$ cat src/rtl/twobit_compare_tally_if.sv
// twobit_compare_tally_if
// Groups the comparator sample strobe/codes and the tally results shared
// between the comparator side (master) and the tally block (slave).
interface twobit_compare_tally_if #(
  parameter int CNT_W = 8
);
  logic             InValid;
  logic             InF1;
  logic             InF2;
  logic             InF3;
  logic             InClear;
  logic [CNT_W-1:0] OutGtCnt;
  logic [CNT_W-1:0] OutEqCnt;
  logic [CNT_W-1:0] OutLtCnt;
  logic             OutEqRun;
  logic             OutErr;
  logic [1:0]       OutState;

  modport master (
    output InValid, InF1, InF2, InF3, InClear,
    input  OutGtCnt, OutEqCnt, OutLtCnt, OutEqRun, OutErr, OutState
  );

  modport slave (
    input  InValid, InF1, InF2, InF3, InClear,
    output OutGtCnt, OutEqCnt, OutLtCnt, OutEqRun, OutErr, OutState
  );
endinterface

$ cat src/rtl/twobit_compare_tally.sv
// twobit_compare_tally
// Accumulates one-hot results of the 2-bit magnitude comparator, tracks a
// streak of equal results and latches an error on malformed codes.
// Optional build macro: TALLY_SAT_EN -- counters saturate instead of wrapping.
module twobit_compare_tally #(
  parameter int CNT_W   = 8,
  parameter int RUN_LEN = 3
) (
  input logic                  InClk,
  input logic                  InRstN,
  twobit_compare_tally_if.slave bus
);

  localparam logic [1:0] ST_IDLE  = 2'b00;
  localparam logic [1:0] ST_TRACK = 2'b01;
  localparam logic [1:0] ST_ALARM = 2'b10;
  localparam logic [1:0] ST_ERROR = 2'b11;

  localparam logic [3:0] RUN_LEN_L = 4'(RUN_LEN);
  localparam logic [CNT_W-1:0] CNT_ONE = CNT_W'(1);
  localparam logic [CNT_W-1:0] CNT_MAX = {CNT_W{1'b1}};

  logic [CNT_W-1:0] gt_cnt_q, gt_cnt_d;
  logic [CNT_W-1:0] eq_cnt_q, eq_cnt_d;
  logic [CNT_W-1:0] lt_cnt_q, lt_cnt_d;
  logic [3:0]       streak_q, streak_d;
  logic             err_q, err_d;
  logic             eq_run_q, eq_run_d;
  logic [1:0]       state_q, state_d;

  logic [2:0] code;
  logic       one_hot;

  // Next value of an outcome counter: saturating or wrapping by build option
  function automatic logic [CNT_W-1:0] inc_cnt(input logic [CNT_W-1:0] cnt);
`ifdef TALLY_SAT_EN
    inc_cnt = (cnt == CNT_MAX) ? cnt : cnt + CNT_ONE;
`else
    inc_cnt = cnt + CNT_ONE;
`endif
  endfunction

  // Classify the incoming comparator code as a legal one-hot result or not
  always_comb begin
    code    = {bus.InF1, bus.InF2, bus.InF3};
    one_hot = (code == 3'b100) || (code == 3'b010) || (code == 3'b001);
  end

  // Next-state logic: clear beats a sample; ERROR freezes everything
  always_comb begin
    gt_cnt_d = gt_cnt_q;
    eq_cnt_d = eq_cnt_q;
    lt_cnt_d = lt_cnt_q;
    streak_d = streak_q;
    err_d    = err_q;
    state_d  = state_q;
    if (bus.InClear) begin
      gt_cnt_d = '0;
      eq_cnt_d = '0;
      lt_cnt_d = '0;
      streak_d = '0;
      err_d    = 1'b0;
      state_d  = ST_IDLE;
    end else if (bus.InValid && (state_q != ST_ERROR)) begin
      if (one_hot) begin
        if (bus.InF1) gt_cnt_d = inc_cnt(gt_cnt_q);
        if (bus.InF2) eq_cnt_d = inc_cnt(eq_cnt_q);
        if (bus.InF3) lt_cnt_d = inc_cnt(lt_cnt_q);
        if (bus.InF2) begin
          streak_d = (streak_q >= RUN_LEN_L) ? RUN_LEN_L : streak_q + 4'd1;
        end else begin
          streak_d = '0;
        end
        case (state_q)
          ST_IDLE:  state_d = ST_TRACK;
          ST_TRACK: if (streak_d == RUN_LEN_L) state_d = ST_ALARM;
          ST_ALARM: if (!bus.InF2) state_d = ST_TRACK;
          default:  state_d = state_q;
        endcase
      end else begin
        err_d   = 1'b1;
        state_d = ST_ERROR;
      end
    end
    eq_run_d = (state_d == ST_ALARM);
  end

  // State registers with synchronous active-low reset
  always_ff @(posedge InClk) begin
    if (!InRstN) begin
      gt_cnt_q <= '0;
      eq_cnt_q <= '0;
      lt_cnt_q <= '0;
      streak_q <= '0;
      err_q    <= 1'b0;
      eq_run_q <= 1'b0;
      state_q  <= ST_IDLE;
    end else begin
      gt_cnt_q <= gt_cnt_d;
      eq_cnt_q <= eq_cnt_d;
      lt_cnt_q <= lt_cnt_d;
      streak_q <= streak_d;
      err_q    <= err_d;
      eq_run_q <= eq_run_d;
      state_q  <= state_d;
    end
  end

  // Drive registered results onto the interface
  always_comb begin
    bus.OutGtCnt = gt_cnt_q;
    bus.OutEqCnt = eq_cnt_q;
    bus.OutLtCnt = lt_cnt_q;
    bus.OutEqRun = eq_run_q;
    bus.OutErr   = err_q;
    bus.OutState = state_q;
  end

endmodule

$ cat src/flat_wrapper.sv
// flat-port wrapper written by rule: the top's interface ports become plain ports
module twobit_compare_tally_flat 
#(
  parameter int CNT_W   = 8,
  parameter int RUN_LEN = 3
)
  (InClk, InRstN, bus_InValid, bus_InF1, bus_InF2, bus_InF3, bus_InClear, bus_OutGtCnt, bus_OutEqCnt, bus_OutLtCnt, bus_OutEqRun, bus_OutErr, bus_OutState);
  twobit_compare_tally_if #(.CNT_W(CNT_W)) bus_i ();
  input logic InClk;
  input logic InRstN;
  input wire logic [$bits(bus_i.InValid)-1:0] bus_InValid;
  input wire logic [$bits(bus_i.InF1)-1:0] bus_InF1;
  input wire logic [$bits(bus_i.InF2)-1:0] bus_InF2;
  input wire logic [$bits(bus_i.InF3)-1:0] bus_InF3;
  input wire logic [$bits(bus_i.InClear)-1:0] bus_InClear;
  output wire logic [$bits(bus_i.OutGtCnt)-1:0] bus_OutGtCnt;
  output wire logic [$bits(bus_i.OutEqCnt)-1:0] bus_OutEqCnt;
  output wire logic [$bits(bus_i.OutLtCnt)-1:0] bus_OutLtCnt;
  output wire logic [$bits(bus_i.OutEqRun)-1:0] bus_OutEqRun;
  output wire logic [$bits(bus_i.OutErr)-1:0] bus_OutErr;
  output wire logic [$bits(bus_i.OutState)-1:0] bus_OutState;
  assign bus_i.InValid = bus_InValid;
  assign bus_i.InF1 = bus_InF1;
  assign bus_i.InF2 = bus_InF2;
  assign bus_i.InF3 = bus_InF3;
  assign bus_i.InClear = bus_InClear;
  assign bus_OutGtCnt = bus_i.OutGtCnt;
  assign bus_OutEqCnt = bus_i.OutEqCnt;
  assign bus_OutLtCnt = bus_i.OutLtCnt;
  assign bus_OutEqRun = bus_i.OutEqRun;
  assign bus_OutErr = bus_i.OutErr;
  assign bus_OutState = bus_i.OutState;
  twobit_compare_tally #(.CNT_W(CNT_W), .RUN_LEN(RUN_LEN)) u_core (.InClk(InClk), .InRstN(InRstN), .bus(bus_i));
endmodule
$ cat config.mk
export PLATFORM = sky130hd
export DESIGN_NAME = twobit_compare_tally_flat
export DESIGN_NICKNAME = d
export VERILOG_FILES = /design/src/rtl/twobit_compare_tally_if.sv /design/src/rtl/twobit_compare_tally.sv /design/src/flat_wrapper.sv
export SDC_FILE = /design/constraint.sdc
export NUM_CORES = 1
export LEC_CHECK = 0
export CAP_MARGIN = 20
export CORE_MARGIN = 2
export CORE_UTILIZATION = 35
export DETAILED_ROUTE_END_ITERATION = 6
export DONT_BUFFER_PORTS = 1
export GPL_TIMING_DRIVEN = 0
export PLACE_DENSITY_LB_ADDON = 0.12
export RECOVER_POWER = 50
export SLEW_MARGIN = 20
export SYNTH_ARGS = -nofsm -noshare
export SYNTH_HDL_FRONTEND = slang
export SYNTH_SLANG_ARGS = --single-unit
$ cat constraint.sdc
create_clock -name InClk -period 5.5 [get_ports InClk]
set_input_delay 0.825 -clock InClk [delete_from_list [all_inputs] [get_ports InClk]]
set_output_delay 0.825 -clock InClk [all_outputs]
set_load 0.02 [all_outputs]
==> impl_metrics.py <==
metrics = {
    "place": {
        "placed_area_sq_mm": 0.00156,
        "gp_congestion": 0.792,
        "dp_cells": 216,
        "dp_hpwl_um": 2510,
        "io_buffers": 0,
    },
    "power": {
        "p_sw_frac": 0.223,
        "comb_power_share": 0.050,
        "switchingPower_mw": 0.102,
        "seq_power_share": 0.523,
        "internal-power_mw": 0.353,
        "ir_worst_vdd_v": 0.000167,
        "p_leak_nw": 0.584,
        "p_clk_frac": 0.427,
        "power_density_mw_per_mm2": 274,
    },
    "timing": {
        "rsz0062_at_grt": "no",
        "relSlewSlack": 0.441,
        "min_period_ns": 2.18,
        "setup-tns-final_ns": 0,
        "setup_viol": 0,
        "clock-skew-final_ns": 0.00489,
        "finalCritPeriodShare": 0.396,
        "slew_violations": 0,
        "worst_pin_slew_ns": 0.826,
        "fmax_mhz": 459,
        "finalHoldViolCount": 0,
    },
    "routing": {
        "wire_per_inst_um": 15.3,
        "via_per_inst": 5.53,
        "first_pass_iters": 4,
        "wl_um": 3410,
        "drc": 0,
        "num_vias": 1233,
        "drt-initial-drc-count": 60,
        "ant_nets": 0,
    },
    "cells_and_area": {
        "layout-drive-gt1-share": 0.0867,
        "finalNonFillerCells": 223,
        "regArea_sq_um": 641,
        "nFillCells": 409,
        "antennaDiodeCount": 0,
        "nets": 184,
        "multi_input_area_sq_um": 818,
        "areaGrowthSynthToFinish_pct": 10.6,
        "stdcell_area_sq_mm": 0.00166,
    },
    "logic_synthesis": {
        "synth_cell_type_count": 44,
        "ys_seq_area_frac": 0.427,
        "synth.top_cell.area_share": 0.427,
        "yosys.area.top_type": "dfxtp_1",
        "synth_fp_nets": 177,
        "netlist_area_sq_mm": 0.00150,
        "synth-edff-count": 0,
        "synth_cells": 166,
        "avgSynthCellArea_sq_um": 9.04,
        "yosys-top-cells-area": "dfxtp_1 43%, nor2_1 5.5%, xor2_1 4.1%",
        "yosys_warnings": 0,
        "async_flop_share": 0,
        "synth.most_common_cell": "dfxtp_1",
        "synth_common_cells": "32 x dfxtp_1, 22 x nor2_1, 12 x nand2_1, 8 x nand3_1",
        "yosys_most_used_dff": "dfxtp_1",
        "synth_seq_cells": 32,
    },
    "critical_path": {
        "end_kind": "register",
        "worstSetupPathType": "in2reg",
        "cp_num_buf_inv": 1,
        "start_kind": "input pin",
        "worstPathCellList": "a21boi_0 > clkbuf_1 > and3_1 > mux2i_1 > nor2_1",
        "cp.required_ns": 5.65,
        "r2r_setup_slack_ns": 3.38,
        "critPathArrivalTime_ns": 2.33,
        "cpMaxStageDelayCell": "a21boi_0",
        "cp_top_family": "compound AO/OA/AOI/OAI gates",
        "slowest_delay_ns": 0.47,
        "critPathMaxFanout": 10,
    },
    "global_routing": {
        "grt_pass1_wl_um": 5730,
        "grt-ovfl-total": 0,
        "grt_max_degree": 11,
        "grt_pass1_vias": 1202,
        "grt_antenna_before_repair": 0,
        "grt_usage": 0.150,
    },
    "cts": {
        "clk-insertion-delay-late_ns": 0.28,
        "cts_tree": "built",
        "root_buffer": "clkbuf_8",
        "post-cts-setup-buffers": 0,
        "clock_sinks": 32,
        "htreeDepth": 2,
        "hold_buffers": 0,
        "clk_pin_slew_ns": 0.06,
        "cts_resized": 0,
        "cts_buffer_depth": 2,
        "numCtsBuffers": 5,
    },
    "job": {
        "drv_cap": 0,
    },
    "floorplan": {
        "core_sq_mm": 0.00406,
        "die_w_um": 69.5,
        "placementRows": 23,
        "io_pins": 35,
        "dieArea_sq_mm": 0.00483,
        "die-height_um": 69.5,
        "start_util": 0.370,
    },
    "status": {
        "status": "finished clean",
    },
    "worst_hold_path": {
        "hp-class": "reg2reg",
    },
}
worst paths after layout:
kind	from	to	cells past startpoint
min	u_core.streak_q[1]	u_core.streak_q[1]	2
min reg2reg	u_core.streak_q[1]	u_core.streak_q[1]	2
max	bus_InValid	u_core.bus.OutGtCnt[1]	5
max reg2reg	u_core.bus.OutState[0]	u_core.bus.OutGtCnt[1]	5
worst register-to-register path, cell delays in order, from the launching register on:
cell and delay, ns:
dfxtp_1 0.43, a21boi_0 0.53, clkbuf_1 0.46, and3_1 0.32, mux2i_1 0.21, nor2_1 0.05
layout by cell type (no fill, tap or decap), drive strengths merged, types with 2 or more instances in the layout:
cell type / count
nor2: 22
nand4b: 2
nor2b: 3
clkbuf: 11
a21boi: 2
ha: 4
buf: 2
nand2b: 2
nor4: 3
and4: 2
nand4: 5
a21oi: 5
a31oi: 3
xnor2: 6
or3: 3
nand3: 8
nand2: 12
o21a: 3
mux2i: 2
o21ai: 7
a41o: 2
xor2: 7
and3: 4
or4: 2
dfxtp: 32
inv: 2
nor3: 5
routing by layer:
metal  wire [um]  GRT usage  part of all wire  vias up
met5           0          0                 0        -
met4          39     0.0479             0.011        0
met3         274     0.0727             0.080        6
met2        1620      0.238              0.47       31
met1        1480      0.178              0.43      580
li1            -          -                 -      616
per-stage QoR:
step	util	hold slack [ns]	power [mW]	worst slack [ns]
2_1_floorplan	-	0.445	0.260	3.26
6_report	0.409	0.500	0.455	3.32
3_3_place_gp	0.385	0.460	0.265	3.13
5_1_grt	0.409	0.520	0.475	3.18
4_1_cts	0.409	0.502	0.461	3.35
3_5_place_dp	0.385	0.488	0.266	3.06
logic make-up (layout without fill, tap and decap cells):
group,count (synthesis),in the layout,synth area share
AND/OR/NAND/NOR,78,78,0.286
flip-flops,32,32,0.427
AO/OA/AOI/OAI,29,29,0.137
XOR/XNOR,13,13,0.0759
buffers and inverters,8,15,0.0275
adder cells (fa/ha/maj),4,4,0.0334
multiplexers,2,2,0.0133
state kept, by name, indices dropped and copies added (netlist names):
name / flops
u_core.bus.OutErr: 1
u_core.bus.OutGtCnt: 8
u_core.streak_q: 4
u_core.bus.OutLtCnt: 8
u_core.bus.OutEqCnt: 8
u_core.bus.OutState: 2
u_core.bus.OutEqRun: 1
final cells by class:
class | count | area share
plain buffers | 6 | 0.0204
clock buffers | 7 | 0.0581
inverters | 2 | 0.00452
multi-input cells | 126 | 0.493
flip-flops and latches | 32 | 0.386
well taps | 50 | 0.0377
power by group through the flow:
| stage | Clock (mW) | Sequential, mW | Combinational [mW] |
|---|---|---|---|
| detailed placement | 0 | 0.243 | 0.0230 |
| floorplan | 0 | 0.242 | 0.0172 |
| global route | 0.212 | 0.238 | 0.0254 |
| finish | 0.194 | 0.238 | 0.0229 |
| global placement | 0 | 0.243 | 0.0222 |
| CTS | 0.200 | 0.238 | 0.0231 |
(Power assumes the default switching activity.)
